## src/rtl/stim_check_harness.sv

```systemverilog
// Deterministic stimulus generator and latency-matched response checker for a
// two-input, one-output datapath; doubles as a synthesisable BIST wrapper.
module stim_check_harness #(
    parameter int unsigned WIDTH       = 8,
    parameter int unsigned NUM_VECTORS = 16,
    parameter int unsigned MODE        = 2,
    parameter logic [15:0] SEED        = 16'h00A5,
    parameter int unsigned LATENCY     = 1
) (
    input  logic             clk,
    input  logic             rst,
    input  logic             start,
    output logic [WIDTH-1:0] stim_a,
    output logic [WIDTH-1:0] stim_b,
    output logic             stim_valid,
    input  logic [WIDTH-1:0] dut_y,
    output logic             busy,
    output logic             done,
    output logic             pass,
    output logic [15:0]      err_count,
    output logic [15:0]      first_err_idx
);

    typedef enum logic [1:0] {IDLE, RUN, DRAIN, DONE} state_e;

    localparam logic [15:0]      LAST_IDX   = 16'(NUM_VECTORS - 1);
    localparam logic [WIDTH-1:0] SEED_W     = SEED[WIDTH-1:0];
    localparam logic [3:0]       DRAIN_LAST = 4'((LATENCY == 0) ? 0 : LATENCY - 1);

    state_e           state_q;
    logic [15:0]      cnt_q;
    logic [15:0]      vec_idx_q;
    logic [3:0]       drain_q;
    logic [WIDTH-1:0] a_q;
    logic [WIDTH-1:0] b_q;
    logic             valid_q;
    logic             busy_q;
    logic             done_q;
    logic             pass_q;
    logic [15:0]      err_q;
    logic [15:0]      err_d;
    logic [15:0]      first_err_q;

    logic [WIDTH-1:0] exp_now;
    logic             cmp_valid;
    logic [WIDTH-1:0] cmp_exp;
    logic [15:0]      cmp_idx;
    logic             mismatch;
    logic             run_clear;

    always_comb begin
        exp_now = a_q + b_q;
        case (MODE)
            0:       exp_now = a_q & b_q;
            1:       exp_now = a_q | b_q;
            2:       exp_now = a_q ^ b_q;
            default: exp_now = a_q + b_q;
        endcase
    end

    // The expected value travels alongside the DUT so the compare sees the
    // vector that produced the current dut_y.
    if (LATENCY == 0) begin : g_nodelay
        assign cmp_valid = valid_q;
        assign cmp_exp   = exp_now;
        assign cmp_idx   = vec_idx_q;
    end else begin : g_delay
        logic [WIDTH-1:0] exp_pipe_q [LATENCY];
        logic [15:0]      idx_pipe_q [LATENCY];
        logic [LATENCY-1:0] vld_pipe_q;

        always_ff @(posedge clk or posedge rst) begin
            if (rst) begin
                for (int i = 0; i < LATENCY; i++) begin
                    exp_pipe_q[i] <= '0;
                    idx_pipe_q[i] <= '0;
                end
                vld_pipe_q <= '0;
            end else begin
                exp_pipe_q[0] <= exp_now;
                idx_pipe_q[0] <= vec_idx_q;
                vld_pipe_q[0] <= valid_q;
                for (int i = 1; i < LATENCY; i++) begin
                    exp_pipe_q[i] <= exp_pipe_q[i-1];
                    idx_pipe_q[i] <= idx_pipe_q[i-1];
                    vld_pipe_q[i] <= vld_pipe_q[i-1];
                end
            end
        end

        assign cmp_valid = vld_pipe_q[LATENCY-1];
        assign cmp_exp   = exp_pipe_q[LATENCY-1];
        assign cmp_idx   = idx_pipe_q[LATENCY-1];
    end

    assign mismatch = cmp_valid && (dut_y != cmp_exp);

    // Counts are wiped on the first RUN cycle, so the previous run's totals
    // stay visible for the whole cycle in which done is high.
    assign run_clear = (state_q == RUN) && (cnt_q == 16'd0);

    always_comb begin
        err_d = err_q;
        if (run_clear) begin
            err_d = 16'd0;
        end else if (mismatch && (err_q != 16'hFFFF)) begin
            err_d = err_q + 16'd1;
        end
    end

    always_ff @(posedge clk or posedge rst) begin
        if (rst) begin
            state_q     <= IDLE;
            cnt_q       <= '0;
            vec_idx_q   <= '0;
            drain_q     <= '0;
            a_q         <= '0;
            b_q         <= '0;
            valid_q     <= 1'b0;
            busy_q      <= 1'b0;
            done_q      <= 1'b0;
            pass_q      <= 1'b0;
            err_q       <= '0;
            first_err_q <= '0;
        end else begin
            busy_q  <= (state_q == RUN) || (state_q == DRAIN);
            done_q  <= (state_q == DONE);
            pass_q  <= (state_q == DONE) && (err_d == 16'd0);
            err_q   <= err_d;
            a_q     <= '0;
            b_q     <= '0;
            valid_q <= 1'b0;

            if (run_clear) begin
                first_err_q <= '0;
            end else if (mismatch && (err_q == 16'd0)) begin
                first_err_q <= cmp_idx;
            end

            case (state_q)
                IDLE, DONE: begin
                    if (start) begin
                        state_q <= RUN;
                        cnt_q   <= '0;
                    end
                end
                RUN: begin
                    valid_q   <= 1'b1;
                    a_q       <= cnt_q[WIDTH-1:0];
                    b_q       <= cnt_q[WIDTH-1:0] ^ SEED_W;
                    vec_idx_q <= cnt_q;
                    cnt_q     <= cnt_q + 16'd1;
                    if (cnt_q == LAST_IDX) begin
                        state_q <= (LATENCY == 0) ? DONE : DRAIN;
                        drain_q <= '0;
                    end
                end
                DRAIN: begin
                    if (drain_q == DRAIN_LAST) begin
                        state_q <= DONE;
                    end else begin
                        drain_q <= drain_q + 4'd1;
                    end
                end
                default: state_q <= IDLE;
            endcase
        end
    end

    assign stim_a        = a_q;
    assign stim_b        = b_q;
    assign stim_valid    = valid_q;
    assign busy          = busy_q;
    assign done          = done_q;
    assign pass          = pass_q;
    assign err_count     = err_q;
    assign first_err_idx = first_err_q;

endmodule

```

## config.mk

```make
export PLATFORM = sky130hd
export DESIGN_NAME = stim_check_harness
export DESIGN_NICKNAME = d
export VERILOG_FILES = /design/src/rtl/stim_check_harness.sv
export SDC_FILE = /design/constraint.sdc
export NUM_CORES = 1
export LEC_CHECK = 0
export BUFFER_PORTS_ARGS = -buffer_cell sky130_fd_sc_hd__buf_4
export CORE_AREA = 2 2 97 99
export CTS_BUF_LIST = sky130_fd_sc_hd__clkbuf_16
export CTS_CLUSTER_SIZE = 28
export DETAILED_ROUTE_END_ITERATION = 10
export DIE_AREA = 0 0 99 101
export HOLD_SLACK_MARGIN = 0.02
export PLACE_DENSITY_LB_ADDON = 0.3
export SKIP_CTS_REPAIR_TIMING = 1
export SLEW_MARGIN = 20
export SYNTH_ARGS = -nofsm -noshare
export SYNTH_HDL_FRONTEND = slang
export SYNTH_SLANG_ARGS = --single-unit
```

## constraint.sdc

```tcl
create_clock -name clk -period 7.8 [get_ports clk]
set_input_delay 0.78 -clock clk [delete_from_list [all_inputs] [get_ports clk]]
set_output_delay 0.78 -clock clk [all_outputs]
set_load 0.05 [all_outputs]
```

==> flow_summary.toml <==
[run_status]
run_status = "complete, no violations"

[yosys]
ys_types = 55
synth_top_area_share = 0.559
synth_area_leaders = "dfrtp_1, nor2_1, xor2_1"
synth_top_area_cell = "dfrtp_1"
async_flop_share = 1.00
synth_top_flop_cell = "dfrtp_1"
synth_nets = 450
synth_area_sq_um = 4790
avgSynthCellArea_sq_um = 11.2
yosysWarningCount = 0
synth_edf_count = 0
seq_area_frac_synth = 0.559
synth_cells = 429
synth_most_common_cell = "dfrtp_1"
netlist_top_cells_count = "dfrtp_1, nor2_1, nand2_1, xor2_1, mux2i_1"
ys_ff_latch = 107

[global_route]
grt.busiest_layer = "met2"
grt_pass1_wl_um = 16300
globalRouteMet1Util = 0.298
grt_use_met3 = 0.0354
antenna_found_initial = 0
grt_max_degree = 56
met2_usage = 0.323
grtUsageTotal = 0.208
grt_pass1_vias = 3226
overflow = 0

[sta]
max_freq_mhz = 369
skew_ns = 0.00983
slew_violations = 0
rsz0062_at_grt = "false"
hold_viol = 0
fin_crit_ns = 2.71
maxSlewHeadroom = 0.268
fin_tns_setup_ns = 0
post-route-period-util = 0.347
worst_pin_slew_ns = 1.10
whs_ns = 0.369
setup_violations = 0

[worst_setup_path]
max_stage_delay_ns = 0.42
endpoint_kind = "register"
slowest_stage = "dfrtp_1"
crit_top_cell = "buf_4"
crit_chain = "inv_1, ha_1, buf_4, nor2b_1, nor4bb_4, buf_4, a21oi_1, a31o_2, nor4_1, and3_1"
arrival_ns = 2.98
critPathMaxFanout = 40
start_kind = "register"
critPathKind = "register to register"
critPathRequiredTime_ns = 8.07

[placement]
portBuffers = 62
gp_congestion = 0.876
post-dp-hpwl_um = 6520
dpl.cell_count = 579
placed_cell_area_sq_um = 5300

[die]
die_w_um = 99
core_sq_um = 8980
core.rowCount = 35
initial_core_util = 0.533
die_h_um = 101
io_pins = 63
dieArea_sq_um = 10000

[drt]
drtPass1Iterations = 4
drcViolationCount = 0
routedWlPerCell_um = 16.2
routed_wl_um = 9660
ant_nets = 0
via_per_inst = 5.49
dr_total_vias = 3264
drt_iter0_markers = 131

[power_and_ir_drop]
vdd_drop_max_v = 0.000175
leakagePower_nw = 2.71
pwr_density_cell_nw_per_um2 = 296

[worst_hold_path]
hold_path_class = "register to register"

[clock_tree]
cts_made_buffers = 9
clk_latency_ns = 0.34
ctsRootBufferMaster = "clkbuf_16"
h-tree-depth = 3
numClockSinks = 107
path_clk_slew_ns = 0.08
cts_tree = "built"
clock_path_buffers = 2

[cells_and_area]
final_area_sq_um = 5590
fin_cells = 595
drive_gt1_frac = 0.225
fillers = 716
utilization = 0.623
nets = 500
seq_area_sq_um = 2680
area_delta_synth_final_pct = 16.8
multi_input_area_sq_um = 1940
antennaDiodeCount = 0

[job]
maxCapViolations = 0
layout by cell type (no fill, tap or decap), types with 2 or more instances in the layout:
cell type	instances
a211oi_1	2
nor3b_1	2
nor2b_1	4
nand2_1	21
nor4_1	10
clkinvlp_4	2
nor2_1	56
mux2_2	16
or3_1	2
or4_1	3
a22o_1	3
xor2_1	21
nand4_1	8
nor3_1	9
and3_1	5
mux2i_1	18
ha_1	10
o21ai_0	7
a311oi_1	3
dfrtp_1	107
nand3_1	17
xnor2_1	12
nand2b_1	2
a21oi_1	12
clkbuf_16	9
buf_4	65
and2_1	10
o31ai_1	3
nor4b_1	2
inv_1	14
power by group:
| group | internal, W | switching (W) |
|---|---|---|
| sequential | 0.000623 | 0.0000598 |
| combinational | 0.000179 | 0.000363 |
| clock | 0.000222 | 0.000207 |
| total | 0.00102 | 0.000630 |
worst paths after layout:
kind / startpoint / to / slack, ns / depth (start not counted)
max: state_q[1] / pass / 5.09 / 10
min: vec_idx_q[4] / cmp_idx[4] / 0.37 / 0
max reg2reg: state_q[1] / pass / 5.09 / 10
min reg2reg: vec_idx_q[4] / cmp_idx[4] / 0.37 / 0
max in group asynchronous: rst / drain_q[3] / 6.16 / 3
min in group asynchronous: rst / cmp_exp[0] / 0.53 / 2
state kept, by name (all words and copies together) (netlist names):
name / count
busy: 1
cmp_exp: 4
cmp_idx: 16
cmp_valid: 1
cnt_q: 16
done: 1
drain_q: 4
err_count: 16
first_err_idx: 16
pass: 1
state_q: 2
stim_a: 4
stim_b: 8
stim_valid: 1
vec_idx_q: 16
worst max-delay path: cells and delay by family (launching register included):
kind	cells	cell delay [ns]
AO/OA/AOI/OAI	2	0.30
adder cells (fa/ha/maj)	1	0.15
buffers and inverters	3	0.86
flip-flops	1	0.42
AND/OR/NAND/NOR	4	0.92
area by class of cell:
cell class	instances	area share
inverters	14	0.00985
well taps	111	0.0248
flip-flops and latches	107	0.479
clock buffers	9	0.0403
multi-input cells	282	0.347
clock inverters	7	0.0114
repair buffers	65	0.0873
per-stage QoR:
step	worst slack (ns)	total power [W]
2_1_floorplan	4.20	0.00109
6_report	5.09	0.00165
5_1_grt	4.73	0.00175
4_1_cts	5.07	0.00167
3_3_place_gp	5.15	0.00122
3_5_place_dp	5.09	0.00123
routing by layer:
metal | up-vias | wire (um)
met3 | 12 | 368
met1 | 1594 | 4550
met4 | 0 | 154
li1 | 1576 | -
met5 | - | 0
met2 | 82 | 4590
logic make-up (layout without fill, tap and decap cells):
logic type,count (synthesis),after routing,synth area share
multiplexers,34,34,0.0753
XOR/XNOR,33,33,0.0604
buffers and inverters,40,95,0.0387
AO/OA/AOI/OAI,42,42,0.0609
AND/OR/NAND/NOR,163,163,0.179
flip-flops,107,107,0.559
adder cells (fa/ha/maj),10,10,0.0261
No activity file was read; power rests on OpenSTA's default activity.
